## src/rtl/snake_tile_map_ctrl.sv

```systemverilog
// Tile-occupancy map for the snake board: renderer queries win the single map port,
// game writes and clear sweeps use query-free cycles. Optional occupancy count: SNAKE_TILE_OCC_COUNT_EN.
module snake_tile_map_ctrl #(
    parameter int unsigned GRID_W  = 10,
    parameter int unsigned GRID_H  = 10,
    parameter int unsigned COORD_W = 4,
    parameter int unsigned CNT_W   = 7
) (
    input  logic               clk,
    input  logic               reset,
    input  logic               game_done,
    input  logic               upd_valid,
    output logic               upd_ready,
    input  logic               upd_op,
    input  logic [COORD_W-1:0] upd_x,
    input  logic [COORD_W-1:0] upd_y,
    input  logic [1:0]         upd_tile,
    input  logic               qry_valid,
    input  logic [COORD_W-1:0] qry_x,
    input  logic [COORD_W-1:0] qry_y,
    output logic [1:0]         qry_tile,
    output logic               qry_tile_valid,
    output logic               busy,
    output logic               clear_done,
    output logic               err_oob,
    output logic [CNT_W-1:0]   occ_count
);

    localparam int unsigned N_TILES = GRID_W * GRID_H;
    localparam int unsigned ADDR_W  = $clog2(N_TILES);
    localparam logic [ADDR_W-1:0] LAST_ADDR = ADDR_W'(N_TILES - 1);

    localparam logic [1:0] ST_IDLE  = 2'd0;
    localparam logic [1:0] ST_WRITE = 2'd1;
    localparam logic [1:0] ST_CLEAR = 2'd2;

    function automatic logic in_range(input logic [COORD_W-1:0] x, input logic [COORD_W-1:0] y);
        return (32'(x) < GRID_W) && (32'(y) < GRID_H);
    endfunction

    function automatic logic [ADDR_W-1:0] tile_addr(input logic [COORD_W-1:0] x,
                                                    input logic [COORD_W-1:0] y);
        return ADDR_W'(y) * ADDR_W'(GRID_W) + ADDR_W'(x);
    endfunction

    logic [1:0]        map_mem [N_TILES];

    logic [1:0]        state, state_n;
    logic [ADDR_W-1:0] clr_ptr, clr_ptr_n;
    logic              clr_pending, clr_pending_n;
    logic [ADDR_W-1:0] wr_addr, wr_addr_n;
    logic [1:0]        wr_tile, wr_tile_n;
    logic              game_done_d;
    logic              gd_rise;
    logic              busy_n, clear_done_n, err_oob_n;
    logic              mem_we;
    logic [ADDR_W-1:0] mem_waddr;
    logic [1:0]        mem_wdata;
    logic              qry_hit;
    logic [ADDR_W-1:0] qry_addr;
`ifdef SNAKE_TILE_OCC_COUNT_EN
    logic              wr_phase, wr_phase_n;
    logic [1:0]        old_tile, old_tile_n;
    logic [CNT_W-1:0]  occ_n;
`endif

    assign gd_rise  = game_done & ~game_done_d;
    assign qry_hit  = in_range(qry_x, qry_y);
    assign qry_addr = tile_addr(qry_x, qry_y);

    // Left combinational so a game_done edge can veto an update in the same cycle.
    assign upd_ready = (state == ST_IDLE) && !clr_pending && !gd_rise;

    // Next-state, map write port and pulse generation.
    always_comb begin
        state_n       = state;
        clr_ptr_n     = clr_ptr;
        clr_pending_n = clr_pending;
        wr_addr_n     = wr_addr;
        wr_tile_n     = wr_tile;
        clear_done_n  = 1'b0;
        err_oob_n     = 1'b0;
        mem_we        = 1'b0;
        mem_waddr     = wr_addr;
        mem_wdata     = wr_tile;
`ifdef SNAKE_TILE_OCC_COUNT_EN
        wr_phase_n    = wr_phase;
        old_tile_n    = old_tile;
        occ_n         = occ_count;
`endif
        case (state)
            ST_IDLE: begin
                if (clr_pending || gd_rise) begin
                    state_n       = ST_CLEAR;
                    clr_ptr_n     = '0;
                    clr_pending_n = 1'b0;
                end else if (upd_valid) begin
                    if (upd_op) begin
                        state_n   = ST_CLEAR;
                        clr_ptr_n = '0;
                    end else if (in_range(upd_x, upd_y)) begin
                        wr_addr_n = tile_addr(upd_x, upd_y);
                        wr_tile_n = upd_tile;
                        state_n   = ST_WRITE;
`ifdef SNAKE_TILE_OCC_COUNT_EN
                        wr_phase_n = 1'b0;
`endif
                    end else begin
                        err_oob_n = 1'b1;
                    end
                end
            end
            ST_WRITE: begin
                if (gd_rise) clr_pending_n = 1'b1;
                if (!qry_valid) begin
`ifdef SNAKE_TILE_OCC_COUNT_EN
                    if (!wr_phase) begin
                        old_tile_n = map_mem[wr_addr];
                        wr_phase_n = 1'b1;
                    end else begin
                        mem_we     = 1'b1;
                        state_n    = ST_IDLE;
                        wr_phase_n = 1'b0;
                        if (old_tile == 2'd0 && wr_tile != 2'd0)
                            occ_n = occ_count + CNT_W'(1);
                        else if (old_tile != 2'd0 && wr_tile == 2'd0)
                            occ_n = occ_count - CNT_W'(1);
                    end
`else
                    mem_we  = 1'b1;
                    state_n = ST_IDLE;
`endif
                end
            end
            ST_CLEAR: begin
                if (!qry_valid) begin
                    mem_we    = 1'b1;
                    mem_waddr = clr_ptr;
                    mem_wdata = 2'd0;
                end
                if (gd_rise) begin
                    clr_ptr_n = '0;
                end else if (!qry_valid) begin
                    if (clr_ptr == LAST_ADDR) begin
                        state_n      = ST_IDLE;
                        clear_done_n = 1'b1;
`ifdef SNAKE_TILE_OCC_COUNT_EN
                        occ_n        = '0;
`endif
                    end else begin
                        clr_ptr_n = clr_ptr + ADDR_W'(1);
                    end
                end
            end
            default: begin
                state_n   = ST_CLEAR;
                clr_ptr_n = '0;
            end
        endcase
        busy_n = (state_n != ST_IDLE) || clr_pending_n;
    end

    always_ff @(posedge clk or posedge reset) begin
        if (reset) begin
            state       <= ST_CLEAR;
            clr_ptr     <= '0;
            clr_pending <= 1'b0;
            wr_addr     <= '0;
            wr_tile     <= 2'd0;
            game_done_d <= 1'b0;
            busy        <= 1'b1;
            clear_done  <= 1'b0;
            err_oob     <= 1'b0;
`ifdef SNAKE_TILE_OCC_COUNT_EN
            wr_phase    <= 1'b0;
            old_tile    <= 2'd0;
            occ_count   <= '0;
`endif
        end else begin
            state       <= state_n;
            clr_ptr     <= clr_ptr_n;
            clr_pending <= clr_pending_n;
            wr_addr     <= wr_addr_n;
            wr_tile     <= wr_tile_n;
            game_done_d <= game_done;
            busy        <= busy_n;
            clear_done  <= clear_done_n;
            err_oob     <= err_oob_n;
`ifdef SNAKE_TILE_OCC_COUNT_EN
            wr_phase    <= wr_phase_n;
            old_tile    <= old_tile_n;
            occ_count   <= occ_n;
`endif
        end
    end

`ifndef SNAKE_TILE_OCC_COUNT_EN
    assign occ_count = '0;
`endif

    // Map storage; contents are established by the clear sweep, not by reset.
    always_ff @(posedge clk) begin
        if (mem_we) map_mem[mem_waddr] <= mem_wdata;
    end

    always_ff @(posedge clk or posedge reset) begin
        if (reset) begin
            qry_tile       <= 2'd0;
            qry_tile_valid <= 1'b0;
        end else begin
            qry_tile_valid <= qry_valid;
            if (qry_valid) qry_tile <= qry_hit ? map_mem[qry_addr] : 2'd0;
        end
    end

endmodule

```

## config.mk

```make
export PLATFORM = sky130hd
export DESIGN_NAME = snake_tile_map_ctrl
export DESIGN_NICKNAME = d
export VERILOG_FILES = /design/src/rtl/snake_tile_map_ctrl.sv
export SDC_FILE = /design/constraint.sdc
export NUM_CORES = 1
export LEC_CHECK = 0
export CORE_MARGIN = 4
export CORE_UTILIZATION = 40
export CTS_CLUSTER_DIAMETER = 100
export DETAILED_ROUTE_END_ITERATION = 10
export GPL_TIMING_DRIVEN = 0
export PLACE_DENSITY_LB_ADDON = 0.05
export SETUP_SLACK_MARGIN = 0.05
export SKIP_CTS_REPAIR_TIMING = 1
export SYNTH_ARGS = -nofsm -noshare
export SYNTH_HDL_FRONTEND = slang
export SYNTH_SLANG_ARGS = --single-unit
export TNS_END_PERCENT = 5
```

## constraint.sdc

```tcl
create_clock -name clk -period 6.1 [get_ports clk]
set_input_delay 0.915 -clock clk [delete_from_list [all_inputs] [get_ports clk]]
set_output_delay 0.915 -clock clk [all_outputs]
set_load 0.1 [all_outputs]
```

==> flow_summary_export.csv <==
group,metric,value,unit
run_status,outcome,"completed",
place,placedInstanceArea,11100,µm²
final_layout,layout.area.seq,6660,µm²
drt,drt-pass1-iter-count,5,
worst_setup_path,end_kind,"output port",
sta,worst_slew_pin_slew,1.15,ns
grt,grt_start_max_net_pins,98,
drt,routed_wl,26.2,mm
synthesis,ys_dominant_reg_cell,"edfxtp_1",
synthesis,synth.ff_latch_count,226,
final_layout,multi_input_area,3390,µm²
place,numPortBuffers,29,
final_layout,areaGrowthSynthToFinish,15.6,%
floorplan,area_of_the_die,28400,µm²
clock_tree,cts.reportedPaths.clkPinSlew,0.05,ns
drt,routed_via_density,5.58,
synthesis,proportion_of_register_bits_with_asynchronous_set_or_reset_after_synthesis,11.5,%
sta,fin_clk_skew,0.0131,ns
pwr,worst_ir_drop_vdd,0.000156,V
sta,timing.final.setup_violations,0,
grt,grt_pass1_vias,6356,
sta,post_layout_minimum_cycle_time,3.94,ns
floorplan,floorplan.io_pins,38,
place,detailed_place_hpwl,17.7,mm
floorplan,die_height,169,µm
floorplan,die_w,169,µm
final_layout,post-route-cell-area,11900,µm²
clock_tree,tritoncts.num_buffers,25,
clock_tree,clock_insertion_delay_at_the_later_pin_of_the_skew_report,0.51,ns
drt,antenna_left,0,
floorplan,initial_core_util,40.8,%
clock_tree,ctsHtreeMaxLevel,1,
pwr,relative_contribution_of_sequential_cells_to_total_power,45.6,%
grt,grt-ovfl-total,0,
grt,grt_util_all_layers,18.5,%
synthesis,synth.avg_cell_area,14.6,µm²
synthesis,number_of_flops_mapped_to_enable_cells_by_yosys,200,
worst_setup_path,nature_of_the_critical_path_startpoint,"primary input",
sta,max_freq,254,MHz
worst_setup_path,critical_path_data_required_time,5.18,ns
final_layout,fill_cells,2182,
flow_run,cap_violations,0,
place,gp_congestion,0.826,
pwr,cellPowerDensity,313,nW/µm²
grt,grt_pass1_wl,39.7,mm
pwr,p_switching,0.944,mW
worst_setup_path,cp_class,"in -> out",
clock_tree,tritoncts,"built",
drt,wire_per_inst,23.5,µm
drt,route.detailed.drc,0,
synthesis,synthCells,707,
clock_tree,cts.sinks,226,
sta,finalHoldViolations,0,
floorplan,placement_rows,58,
drt,drt-initial-drc-count,555,
sta,timing.max_slew.rel_slack,23.0,%
pwr,power.combinational.fraction,13.7,%
grt,number_of_antenna_violations_at_the_first_check_in_global_routing,0,
synthesis,yosysSeqAreaShare,64.6,%
final_layout,layout.cells.non_filler,1118,
synthesis,ys_types,53,
pwr,power.static_leakage,3.97,nW
clock_tree,clock_tree_root_driver_cell,"clkbuf_16",
pwr,power_frac_clock,40.7,%
pwr,cellInternalPower,2.79,mW
sta,fin_crit_sh,64.6,%
pwr,power.switching_fraction,25.3,%
final_layout,diodes,0,
synthesis,synthesis.yosys.warnings,0,
synthesis,mappedNetlistArea,10300,µm²
sta,drv_slew,0,
pwr,fin_total_pwr,3.73,mW
drt,via_count,6237,
sta,grt_setup_unrepaired,"false",
floorplan,core_area,25300,µm²
worst_setup_path,worst_ep_arrival_time,3.02,ns
final_layout,final_layout_size_suffix_gt1_share,12.9,%
worst_hold_path,hold_path.class,"reg -> reg",
sta,timing.hold.ws,0.506,ns
place,placed_cells_incl_taps,1074,
final_layout,layout.nets,816,
clock_tree,max-clock-path-buffers,3,
worst_setup_path,crit_fanout,6,
sta,post_route_setup_tns,0,ns
critical path, stage by stage:
cell	delay (ns)
clkdlybuf4s50_1	0.46
nor2b_1	0.38
nor2_1	0.13
nand2_1	0.13
inv_1	0.04
clkdlybuf4s50_1	0.96
layout make-up:
cell class,instances,share of cell area (%)
Tap cell,330,3.46
Sequential cell,226,55.9
Multi-Input combinational cell,438,28.4
Clock inverter,13,1.39
Clock buffer,31,5.52
Inverter,15,0.472
Timing Repair Buffer,31,2.90
Buffer,34,1.98
logic make-up (layout without fill, tap and decap cells):
family	after synthesis	count (layout)	synth area share [%]
fa+ha+maj	21	21	2.84
simple gates	246	246	10.7
other cells	1	7	0.0364
buf+inv	49	124	2.84
flops	226	226	64.6
xor+xnor	12	12	1.16
mux	69	69	12.7
compound gates	83	83	5.21
path summary, 6_finish.rpt:
| check | startpoint | slack [ns] | to | cells after the start |
|---|---|---|---|---|
| max | game_done | 2.16 | upd_ready | 6 |
| min | wr_tile[1] | 0.51 | wr_tile[1] | 1 |
| max reg2reg | state[1] | 2.64 | map_mem[18][1] | 7 |
| min reg2reg | wr_tile[1] | 0.51 | wr_tile[1] | 1 |
| max in group asynchronous | reset | 4.40 | wr_addr[2] | 2 |
| min in group asynchronous | reset | 1.00 | qry_tile_valid | 2 |
Yosys cell counts, types with 8 or more instances:
library cell	count	area, µm²
nand2b_1	13	81.3
ha_1	17	213
a21oi_1	12	60.1
nor2b_1	9	56.3
nand2_1	45	169
mux2_2	9	101
dfrtp_1	24	601
mux2i_1	18	180
clkbuf_1	11	41.3
inv_1	15	56.3
buf_4	10	75.1
nand3_1	23	115
mux4_2	21	473
edfxtp_1	200	6010
a31oi_1	11	68.8
xnor2_1	8	70.1
o21ai_0	30	150
mux4_1	21	552
nor2_1	122	458
routing by layer:
layer	part of all wire [%]	wire, µm	GRT usage (%)
met5	0	0	0
met4	2.1	554	4.20
met3	7.0	1840	3.06
met2	47	12400	30.7
met1	44	11500	26.0
layout by cell type (no fill, tap or decap), drive strengths merged, types with 5 or more instances in the layout:
| cell type | n |
|---|---|
| edfxtp | 200 |
| nor2 | 122 |
| nand2 | 45 |
| clkbuf | 42 |
| mux4 | 42 |
| o21ai | 31 |
| clkdlybuf4s50 | 29 |
| buf | 25 |
| dfrtp | 24 |
| nand3 | 23 |
| mux2i | 18 |
| ha | 17 |
| inv | 15 |
| nand2b | 13 |
| a21oi | 12 |
| a31oi | 11 |
| nor2b | 9 |
| mux2 | 9 |
| xnor2 | 9 |
| clkinv | 9 |
| nor3 | 7 |
| conb | 7 |
| a211oi | 6 |
| nand3b | 6 |
| a221oi | 5 |
through the flow:
stage / utilization, % / worst slack (ns)
final: 47.2 / 2.16
after CTS: 47.2 / 2.17
after detailed placement: 43.9 / 1.76
after global routing: 47.2 / 1.93
after global placement: 43.7 / 0.305
after floorplan: - / 2.71
flip-flops by register name, indices dropped and copies added, names as in the netlist:
register	flops
qry_tile	2
clr_pending	1
wr_tile	2
err_oob	1
busy	1
qry_tile_valid	1
clr_ptr	7
clear_done	1
state	2
game_done_d	1
map_mem	200
wr_addr	7
power groups by stage:
stage          registers [mW]  clock network, mW  logic [mW]
3_5_place_dp             1.73                  0       0.510
5_1_grt                  1.70               1.62       0.552
2_1_floorplan            1.75                  0       0.318
4_1_cts                  1.70               1.55       0.514
3_3_place_gp             1.73                  0       0.510
6_report                 1.70               1.52       0.512
Note: power is estimated with default switching activity, not from simulation.
